### src/rtl/fpu_cvt_unit.sv
// Multi-cycle int <-> single-precision float converter (FCVT.S.W/S.WU/W.S/WU.S).
// One op in flight at a time: IDLE -> NORM -> RND -> DONE, all five RISC-V rounding modes.
module fpu_cvt_unit #(
    parameter int INT_W = 32
) (
    input  logic             clk,
    input  logic             rst,
    input  logic             in_valid,
    output logic             in_ready,
    input  logic [1:0]       cvt_op,
    input  logic [2:0]       flt_rm,
    input  logic [INT_W-1:0] opa,
    input  logic             flush,
    output logic             out_valid,
    input  logic             out_ready,
    output logic [INT_W-1:0] fpu_res,
    output logic [4:0]       fflags,
    output logic             fpu_busy
);

    localparam int W = INT_W + 32;
    localparam logic [1:0] S_IDLE = 2'd0;
    localparam logic [1:0] S_NORM = 2'd1;
    localparam logic [1:0] S_RND  = 2'd2;
    localparam logic [1:0] S_DONE = 2'd3;
    localparam logic [7:0] BIG_E  = 8'(127 + INT_W);
    localparam logic [INT_W-1:0] SMAX = {1'b0, {(INT_W-1){1'b1}}};
    localparam logic [INT_W-1:0] SMIN = {1'b1, {(INT_W-1){1'b0}}};

    logic [1:0]       state_q, state_d;
    logic [1:0]       op_q, op_d;
    logic [2:0]       rm_q, rm_d;
    logic [INT_W-1:0] opa_q, opa_d;
    logic             sign_q, sign_d;
    logic [7:0]       exp_q, exp_d;
    logic [W-1:0]     fld_q, fld_d;
    logic             zero_q, zero_d;
    logic             nan_q, nan_d;
    logic             big_q, big_d;
    logic [INT_W-1:0] res_q, res_d;
    logic [4:0]       flags_q, flags_d;

    logic             int_sign;
    logic [INT_W-1:0] int_mag;
    logic [6:0]       msb;
    logic [7:0]       f_exp, be, sh;
    logic [22:0]      f_man;
    logic [23:0]      m24;
    logic             g, r, s, lsb, inexact, up, nv;
    logic [22:0]      mant;
    logic [23:0]      mant_c;
    logic [7:0]       exp_r;
    logic [INT_W:0]   mag_r;
    logic [INT_W-1:0] neg_r;

    always_comb begin
        int_sign = !op_q[0] && opa_q[INT_W-1];
        int_mag  = int_sign ? -opa_q : opa_q;
        msb      = '0;
        for (int i = 0; i < INT_W; i++) begin
            if (int_mag[i]) msb = 7'(i);
        end
        f_exp = opa_q[30:23];
        f_man = opa_q[22:0];
        be    = (f_exp == 8'd0) ? 8'd1 : f_exp;
        m24   = {f_exp != 8'd0, f_man};
        // binary point of the guard field sits between bits 32 and 31
        sh    = be - 8'd118;

        mant = fld_q[W-2 -: 23];
        if (!op_q[1]) begin
            g   = fld_q[W-25];
            r   = fld_q[W-26];
            s   = |fld_q[W-27:0];
            lsb = mant[0];
        end else begin
            g   = fld_q[31];
            r   = fld_q[30];
            s   = |fld_q[29:0];
            lsb = fld_q[32];
        end
        inexact = g | r | s;
        case (rm_q)
            3'b001:  up = 1'b0;
            3'b010:  up = inexact && sign_q;
            3'b011:  up = inexact && !sign_q;
            3'b100:  up = g;
            default: up = g && (r || s || lsb);
        endcase
        mant_c = {1'b0, mant} + {23'd0, up};
        exp_r  = exp_q + {7'd0, mant_c[23]};
        mag_r  = {1'b0, fld_q[W-1:32]} + {{INT_W{1'b0}}, up};
        neg_r  = -mag_r[INT_W-1:0];
    end

    always_comb begin
        state_d = state_q;
        op_d    = op_q;
        rm_d    = rm_q;
        opa_d   = opa_q;
        sign_d  = sign_q;
        exp_d   = exp_q;
        fld_d   = fld_q;
        zero_d  = zero_q;
        nan_d   = nan_q;
        big_d   = big_q;
        res_d   = res_q;
        flags_d = flags_q;
        nv      = 1'b0;
        case (state_q)
            S_IDLE: begin
                if (in_valid) begin
                    op_d    = cvt_op;
                    rm_d    = flt_rm;
                    opa_d   = opa;
                    state_d = S_NORM;
                end
            end
            S_NORM: begin
                if (!op_q[1]) begin
                    sign_d = int_sign;
                    exp_d  = 8'd127 + {1'b0, msb};
                    fld_d  = {int_mag, 32'd0} << (7'(INT_W-1) - msb);
                    zero_d = (int_mag == '0);
                    nan_d  = 1'b0;
                    big_d  = 1'b0;
                end else begin
                    sign_d = opa_q[31];
                    zero_d = 1'b0;
                    nan_d  = (f_exp == 8'hFF) && (f_man != 23'd0);
                    big_d  = (be >= BIG_E);
                    // below 2^-8 only stickiness survives
                    fld_d  = (be < 8'd118) ? {{(W-1){1'b0}}, |m24}
                                           : ({{(W-24){1'b0}}, m24} << sh);
                end
                state_d = flush ? S_IDLE : S_RND;
            end
            S_RND: begin
                if (flush) begin
                    state_d = S_IDLE;
                end else begin
                    state_d = S_DONE;
                    res_d   = '1;
                    if (!op_q[1]) begin
                        res_d[31:0] = zero_q ? 32'd0 : {sign_q, exp_r, mant_c[22:0]};
                    end else if (!op_q[0]) begin
                        nv = 1'b1;
                        if (nan_q)             res_d = SMAX;
                        else if (big_q)        res_d = sign_q ? SMIN : SMAX;
                        else if (!sign_q) begin
                            if (mag_r > {1'b0, SMAX}) res_d = SMAX;
                            else begin res_d = mag_r[INT_W-1:0]; nv = 1'b0; end
                        end else begin
                            if (mag_r > {1'b0, SMIN}) res_d = SMIN;
                            else begin res_d = neg_r; nv = 1'b0; end
                        end
                    end else begin
                        nv = 1'b1;
                        if (nan_q)             res_d = '1;
                        else if (big_q)        res_d = sign_q ? '0 : '1;
                        else if (!sign_q) begin
                            if (mag_r[INT_W]) res_d = '1;
                            else begin res_d = mag_r[INT_W-1:0]; nv = 1'b0; end
                        end else begin
                            res_d = '0;
                            nv    = (mag_r != '0);
                        end
                    end
                    flags_d = {nv, 3'b000, inexact && !nv};
                end
            end
            default: begin
                if (flush || out_ready) state_d = S_IDLE;
            end
        endcase
    end

    always_ff @(posedge clk or posedge rst) begin
        if (rst) begin
            state_q <= S_IDLE;
            op_q    <= '0;
            rm_q    <= '0;
            opa_q   <= '0;
            sign_q  <= 1'b0;
            exp_q   <= '0;
            fld_q   <= '0;
            zero_q  <= 1'b0;
            nan_q   <= 1'b0;
            big_q   <= 1'b0;
            res_q   <= '0;
            flags_q <= '0;
        end else begin
            state_q <= state_d;
            op_q    <= op_d;
            rm_q    <= rm_d;
            opa_q   <= opa_d;
            sign_q  <= sign_d;
            exp_q   <= exp_d;
            fld_q   <= fld_d;
            zero_q  <= zero_d;
            nan_q   <= nan_d;
            big_q   <= big_d;
            res_q   <= res_d;
            flags_q <= flags_d;
        end
    end

    assign in_ready  = (state_q == S_IDLE);
    assign out_valid = (state_q == S_DONE);
    assign fpu_busy  = (state_q != S_IDLE);
    assign fpu_res   = res_q;
    assign fflags    = flags_q;

endmodule
### config.mk
export PLATFORM = sky130hd
export DESIGN_NAME = fpu_cvt_unit
export DESIGN_NICKNAME = d
export VERILOG_FILES = /design/src/rtl/fpu_cvt_unit.sv
export SDC_FILE = /design/constraint.sdc
export NUM_CORES = 1
export LEC_CHECK = 0
export ABC_AREA = 1
export CELL_PAD_IN_SITES_DETAIL_PLACEMENT = 0
export CELL_PAD_IN_SITES_GLOBAL_PLACEMENT = 1
export CORE_MARGIN = 3
export CORE_UTILIZATION = 44
export CTS_CLUSTER_DIAMETER = 30
export DETAILED_ROUTE_END_ITERATION = 8
export PLACE_DENSITY_LB_ADDON = 0.1
export RECOVER_POWER = 25
export SLEW_MARGIN = 20
export SYNTH_ARGS = -nofsm -noshare
export SYNTH_HDL_FRONTEND = slang
export SYNTH_SLANG_ARGS = --single-unit
### constraint.sdc
create_clock -name clk -period 6.39 [get_ports clk]
set_clock_uncertainty 0.15 [all_clocks]
set_input_delay 0.639 -clock clk [delete_from_list [all_inputs] [get_ports clk]]
set_output_delay 0.639 -clock clk [all_outputs]
set_load 0.05 [all_outputs]
==> impl_metrics.ini, run 1 <==
[logic_synthesis]
yosys_register_bits = 149
synthesis.area_um2 = 14100
synthArstFlopShare_pct = 100
avgSynthCellArea_um2 = 6.25
ys.flop_type = dfrtp_1
ys_seq_area_share_pct = 26.4
synth_top_cell_area_share_pct = 26.4
netlist_instances = 2260
ys_top_cells_by_area = dfrtp_1, nand2_1, nand3_1
yosysTopAreaCell = dfrtp_1
yosysWarnings = 0
synth.distinct_cells = 61
synth-edff-count = 0

[hold_path]
hold_class = reg2reg

[layout]
diodes = 0
n_fill_cell = 3282
multiInputGateArea_um2 = 8920
layout-drive-gt1-share_pct = 6.72
final_cell_mix = nand2_1, nand3_1, inv_1
regArea_um2 = 3730
num-nets-final = 2322
area_growth_pct = 11.6
layout_commonest_cell = nand2_1

[timing]
setup_viol = 0
worstMarginPinSlew_ns = 3.82
timing.setup.tns_ns = 0
layout_setup_ws_ns = 0.583
max_freq_mhz = 172
hold_viol_final = 0
drv_slew = 95
grt_setup_unrepaired = no
min_period_ns = 5.81
slew_headroom_pct = -155
fin_crit_sh_pct = 90.9

[grt]
first_global_vias = 14523
grt_util_met3_pct = 3.87
grt_max_degree = 95
grt_pass1_wl_um = 84100
grt_most_used_layer = met2
grt_overflow_total = 0
antenna_found_initial = 0
grt_util_met2_pct = 54.7
met1_usage_pct = 41.5
track_usage_pct = 31.6

[cts]
cts_buffers = 17
htreeDepth = 4
root_buffer = clkbuf_16
cts_sinks = 149
cts_tree = yes
cts_max_path_buffers = 2
clk_latency_ns = 0.46
clk_pin_slew_worst_paths_ns = 0.07

[critical_path]
cp.buffers_inverters = 1
cp_top_family = simple AND/OR/NAND/NOR gates
cpPeakStageDelay_ns = 0.43
cpMostUsedCell = nand3_1
endpoint_kind = flop
rrSetupSlack_ns = 0.58
critical-path-slowest-cell = dfrtp_1
crit_arrival_ns = 5.98
required_ns = 6.56
critPathMaxFanout = 6
path_class = reg2reg
cp-start-kind = flop

[detailed_routing]
wire_per_inst_um = 20.1
postRouteAntennaNets = 0
vias = 15504
drt_wl_total_um = 53900
drtPass1Iterations = 7
drt-initial-drc-count = 1669
route.detailed.drc = 0
viasPerCell = 5.80

[outcome]
status = finished with violations
failed_checks = max-capacitance violations, max-slew violations

[placement]
io_buffers = 78
pre_cts_slack_ns = 0.567
hpwl_um = 41900
place_congestion = 0.949

[die]
initial_core_util_pct = 45.4
fp.dieH_um = 185
std_cell_rows = 64
io_pins = 82
fp.dieW_um = 185
core_um2 = 31100
fp.dieArea_um2 = 34300

[job]
drv_cap = 1
==> layout make-up <==
type	instances	area share (%)
clock buffer	17	2.70
clock inverter	15	0.984
inverter	258	6.14
multi-input combinational	1723	56.6
sequential	149	23.6
tap	396	3.14
timing repair buffer	115	6.79
==> registers in the layout (all words and copies together), names as in the netlist, 2 cells and up <==
name,flops
state_q,2
opa_q,32
fpu_res,32
op_q,2
exp_q,8
fflags,2
rm_q,3
fld_q,64
==> stage by stage <==
step	instance area, um^2	util, %	hold WS (ns)	instances
2_1_floorplan	14100	-	0.299	2262
3_3_place_gp	15200	48.7	0.316	2639
3_5_place_dp	15200	48.7	0.323	2639
4_1_cts	15700	50.5	0.343	2671
5_1_grt	15800	50.6	0.349	2673
6_report	15800	50.6	0.341	2673
==> per-layer routing <==
layer  routed length, um  share of wire (%)
met5                   0                  0
met4                1530                2.8
met3                2780                5.2
met2               26000                 48
met1               23500                 44
==> timing repair <==
| item | CTS | global route |
|---|---|---|
| hold buffers | 0 | 0 |
| setup buffers | 0 | 2 |
| setup endpoints to repair | 0 | 10 |
| resized for setup | 0 | 1 |
==> cells in the mapped netlist (23+ instances only) <==
master / n
a21oi_1: 122
a31oi_1: 31
clkbuf_1: 91
dfrtp_1: 149
inv_1: 233
mux2i_1: 25
nand2_1: 472
nand3_1: 300
nand4_1: 25
nor2_1: 226
nor3_1: 32
o21ai_0: 208
o21ai_1: 36
o22ai_1: 23
xor2_1: 65
==> worst reg2reg max path, delay by kind of cell, from the launching register on <==
kind                       cells  cell delay [ns]
adders and majority gates      2             0.43
DFF                            1             0.43
AOI/OAI and AO/OA              7             0.94
and+or+nand+nor               20             3.60
buffers and inverters          1             0.13
==> path summary, 6_finish.rpt <==
check,startpoint,end,cells past startpoint
max,fld_q[34]$_DFFE_PP0N_,fpu_res[31]$_DFFE_PP0P_,30
min,fpu_res[31]$_DFFE_PP0P_,fpu_res[31]$_DFFE_PP0P_,2
max reg2reg,fld_q[34]$_DFFE_PP0N_,fpu_res[31]$_DFFE_PP0P_,30
min reg2reg,fpu_res[31]$_DFFE_PP0P_,fpu_res[31]$_DFFE_PP0P_,2
max in group asynchronous,rst,fld_q[4]$_DFFE_PP0N_,3
min in group asynchronous,rst,state_q[1]$_DFFE_PP0P_,2
==> logic make-up after synthesis <==
group / after synthesis / synth area share (%)
flops: 149 / 26.4
other cells: 1 / 0.0265
mux: 27 / 1.93
fa+ha+maj: 16 / 1.42
compound gates: 487 / 19.2
xor+xnor: 73 / 4.82
buf+inv: 390 / 10.8
simple gates: 1117 / 35.4
Power of run 1 is left out: the tool's default activity adds up to more than one toggle a clock period on the data nets, which glitch-free logic cannot reach.
==> run 2: changes to the inputs <==
Settings changed: ABC_AREA 1 to unset, CORE_UTILIZATION 44 to 50, DONT_BUFFER_PORTS set to 1.
==> impl_metrics.ini, run 2 <==
[logic_synthesis]
ys.flop_type = dfrtp_1
yosysMostFrequentCell = nand2_1
synthArstFlopShare_pct = 100
yosys-top-cells-count = nand2_1, nor2_1, dfrtp_1, clkbuf_1, o21ai_0
synth_top_cell_area_share_pct = 23.9
yosysWarnings = 0
synthesis.area_um2 = 15600
avgSynthCellArea_um2 = 7.76
yosys_register_bits = 149
netlist_instances = 2008
ys_top_cells_by_area = dfrtp_1, nand2_1, nor2_1
synth.distinct_cells = 110
ys_seq_area_share_pct = 23.9
synth-edff-count = 0
yosysTopAreaCell = dfrtp_1

[critical_path]
cpPeakStageDelay_ns = 0.73
worstRegToRegCells = 14
required_ns = 6.61
cp-start-kind = flop
critPathMaxFanout = 25
critical-path-slowest-cell = or4b_1
crit_arrival_ns = 6.17
endpoint_kind = flop
path_class = reg2reg
path_cells = inv_1 > ha_1 > or4b_1 > nor3_1 > o21ai_0 > o2111ai_1 > o2111a_1 > o311ai_2 > nand2_4 > mux2i_1 > mux2_2 > a22oi_1 > a211oi_1 > o211ai_1

[placement]
io_buffers = 0
place_congestion = 1.04
hpwl_um = 47500

[layout]
diodes = 0
largest_register_ffs = 64
largest-register = fld_q
regArea_um2 = 3730
n_fill_cell = 2918
layout-drive-gt1-share_pct = 12.4
final_cell_mix = nand2_1, nor2_1, dfrtp_1
layout_commonest_cell = nand2_1
num-nets-final = 1971
area_growth_pct = 5.68
multiInputGateArea_um2 = 11100

[timing]
hold_viol_final = 0
worstMarginPinSlew_ns = 4.02
timing.setup.tns_ns = 0
drv_slew = 90
grt_setup_unrepaired = no
fin_crit_sh_pct = 93.1
min_period_ns = 5.95
setup_viol = 0
max_freq_mhz = 168
slew_headroom_pct = -169

[die]
fp.dieH_um = 182
io_pins = 82
fp.dieW_um = 182
initial_core_util_pct = 51.6
fp.dieArea_um2 = 33300
std_cell_rows = 63
core_um2 = 30200

[grt]
antenna_found_initial = 0
first_global_vias = 15453
grt_max_degree = 90
track_usage_pct = 37.1
grt_overflow_total = 0
grt_pass1_wl_um = 95700

[cts]
root_buffer = clkbuf_16
htreeDepth = 4
clk_latency_ns = 0.47
clk_pin_slew_worst_paths_ns = 0.07
cts_buffers = 17
cts_tree = yes
cts_max_path_buffers = 2
cts_hold_buf = 0
cts_sinks = 149

[detailed_routing]
route.detailed.drc = 0
viasPerCell = 7.15
drt-initial-drc-count = 2369
drt_wl_total_um = 62700
vias = 16569
wire_per_inst_um = 27.1
postRouteAntennaNets = 0
drtPass1Iterations = 6

[outcome]
status = finished with violations
failed_checks = max-capacitance violations, max-slew violations

[job]
drv_cap = 1

[hold_path]
hold_class = in2reg
hold_depth = 1
==> run 2: cell count changes after synthesis, moves of 31 or more <==
cell,previous run,this run
mux2_2,2,53
nand2_1,472,214
clkbuf_1,91,126
nor2_1,226,195
inv_1,233,29
nor3_1,32,77
nand3_1,300,73
nor4_1,11,44
mux2i_1,25,61
xnor2_1,4,65
o21ai_0,208,122
==> run 2: metal layers <==
metal	global-route usage (%)	part of all wire, %	vias to the layer above
met4	11.1	2.7	0
met3	10.9	13	115
li1	-	-	7386
met2	52.1	41	1022
met1	54.7	43	8046
met5	0	0	-
==> run 2: through the flow <==
stage	area (um^2)	util (%)	instances	worst slack, ns	hold WS, ns
after detailed placement	15800	52.4	2283	0.611	0.323
after global placement	15800	52.4	2283	0.709	0.320
after global routing	16500	54.5	2316	0.0324	0.118
final	16500	54.5	2316	0.444	0.119
after CTS	16400	54.4	2315	0.567	0.0680
after floorplan	15600	-	2010	1.33	0.305
==> run 2: cells by family after synthesis <==
family / share of synthesized area (%)
compound gates: 26.8
xor+xnor: 6.31
fa+ha+maj: 1.41
buf+inv: 5.62
flops: 23.9
mux: 10.5
other cells: 0.0241
simple gates: 25.4
==> run 2: final timing paths <==
kind | start | to | slack [ns]
max | opa_q[0]$_DFFE_PP0P_ | fld_q[55]$_DFFE_PP0N_ | 0.44
min | flush | state_q[1]$_DFFE_PP0P_ | 0.12
max reg2reg | opa_q[0]$_DFFE_PP0P_ | fld_q[55]$_DFFE_PP0N_ | 0.44
min reg2reg | fld_q[17]$_DFFE_PP0N_ | fld_q[17]$_DFFE_PP0N_ | 0.34
max in group asynchronous | rst | exp_q[5]$_DFFE_PP0P_ | 2.82
min in group asynchronous | rst | fld_q[3]$_DFFE_PP0N_ | 1.11
==> run 2: what timing repair did <==
action	4_1_cts	5_1_grt
endpoints found under the setup margin	0	4
resized for setup	0	1
buffers inserted	0	0
==> run 2: final cells by class <==
type                            count  share of cell area [%]
Multi-Input combinational cell   1651                    67.2
Sequential cell                   149                    22.7
Tap cell                          390                    2.96
Timing Repair Buffer               61                    2.78
Clock buffer                       18                    2.67
Clock inverter                     14                   0.996
Inverter                           33                   0.760
==> run 2: critical path: cells and delay by family, from the launching register on <==
family | cells | cell delay, ns
AO/OA/AOI/OAI | 7 | 2.39
adder cells (fa/ha/maj) | 1 | 0.38
buffers and inverters | 1 | 0.27
flip-flops | 1 | 0.38
multiplexers | 2 | 0.61
AND/OR/NAND/NOR | 3 | 1.66
Power of run 2 is left out for the same reason.
==> run 3: changes to the inputs <==
Settings changed: CORE_MARGIN 3 to 5.
==> impl_metrics.ini, run 3 (same netlist as run 2, synthesis figures left out) <==
[outcome]
status = finished with violations
failed_checks = max-capacitance violations, max-slew violations

[cts]
root_buffer = clkbuf_16
cts_hold_buf = 0
cts_sinks = 149
htreeDepth = 4
clk_pin_slew_worst_paths_ns = 0.07
cts_resized = 0
cts_tree = yes
cts_buffers = 17
cts_setup_buffers = 0
cts_max_path_buffers = 2
clk_latency_ns = 0.46

[timing]
timing.setup.tns_ns = 0
fin_hold_ws_ns = 0.140
grt_setup_unrepaired = no
fin_crit_sh_pct = 91.8
slew_headroom_pct = -168
worstMarginPinSlew_ns = 3.99
setup_viol = 0
min_period_ns = 5.87
max_freq_mhz = 170
hold_viol_final = 0
drv_slew = 88

[layout]
final_cell_area_um2 = 16500
area_growth_pct = 6.14
fin_util_pct = 53.9
largest-register = fld_q
num-nets-final = 1974
layout-drive-gt1-share_pct = 12.4
layout_commonest_cell = nand2_1
largest_register_ffs = 64
diodes = 0
final_cell_mix = nand2_1, nor2_1, dfrtp_1

[detailed_routing]
route.detailed.drc = 0
postRouteAntennaNets = 0
wire_per_inst_um = 27.7
drt_wl_total_um = 64300
viasPerCell = 7.14
drt-initial-drc-count = 2061
drtPass1Iterations = 6
vias = 16590

[grt]
grt_max_degree = 88
first_global_vias = 15904
grt_overflow_total = 0
antenna_found_initial = 0
grt_util_met2_pct = 58.0
grt_util_met3_pct = 5.49
track_usage_pct = 35.4
grt_pass1_wl_um = 98300
met1_usage_pct = 45.1
grt_most_used_layer = met2

[critical_path]
critPathMaxFanout = 23
r2r-start = opa_q[0]$_DFFE_PP0P_
endpoint_kind = flop
path_class = reg2reg
crit_arrival_ns = 6.05
critPathLaunch = opa_q[0]$_DFFE_PP0P_
cp-start-kind = flop
required_ns = 6.57

[die]
fp.dieW_um = 186
fp.dieH_um = 186
initial_core_util_pct = 50.8
std_cell_rows = 64
io_pins = 82
core_um2 = 30700
fp.dieArea_um2 = 34800

[placement]
placed_cell_area_um2 = 15900
hpwl_um = 48800
io_buffers = 0
place_congestion = 1.01

[job]
drv_cap = 1

[hold_path]
hold_class = in2reg
hp-start = flush
run 3: cell count changes in the layout (fill, tap and decap cells not counted), moves of 2 or more:
cell	previous run	this run
inv_8	2	4
clkinv_8	5	3
buf_4	61	63
bufinv_16	0	3
run 3: worst max-delay path, cell delays in order, from the launching register on:
cell,delay (ns)
dfrtp_1,0.38
inv_1,0.23
ha_1,0.37
or4b_1,0.72
o41ai_2,0.42
xor2_1,0.60
o21ai_1,0.20
a221oi_2,0.45
o311ai_2,0.31
nand2_4,0.17
buf_4,0.35
mux2i_1,0.25
mux2_2,0.36
mux2_2,0.31
a221oi_1,0.34
a21oi_1,0.11
run 3: final cells by class:
cell class	count	area [um^2]
clock buffers	17	425
clock inverters	15	228
fillers	3003	14100
inverters	33	125
multi-input cells	1651	11000
flip-flops and latches	149	3730
well taps	396	495
repair buffers	64	493
run 3: final timing paths:
kind | end | slack [ns] | cells after the start
min in group asynchronous | fpu_res[8]$_DFFE_PP0P_ | 1.11 | 1
max in group asynchronous | opa_q[9]$_DFFE_PP0P_ | 2.88 | 2
worst min register to register | fld_q[17]$_DFFE_PP0N_ | 0.34 | 1
worst min-delay path | state_q[1]$_DFFE_PP0P_ | 0.14 | 1
worst max register to register | fld_q[58]$_DFFE_PP0N_ | 0.52 | 15
worst max-delay path | fld_q[58]$_DFFE_PP0N_ | 0.52 | 15
run 3: metal layers:
layer | vias to the layer above | wire, um
met2 | 1007 | 30100
li1 | 7390 | -
met5 | - | 0
met1 | 7978 | 25200
met4 | 0 | 3950
met3 | 215 | 5010
run 3: stage by stage:
stage,std cells,setup WS (ns)
global placement,2293,0.651
global route,2325,0.0559
CTS,2325,0.636
detailed placement,2293,0.665
finish,2325,0.524
floorplan,2010,1.33
Power of run 3 is left out for the same reason.
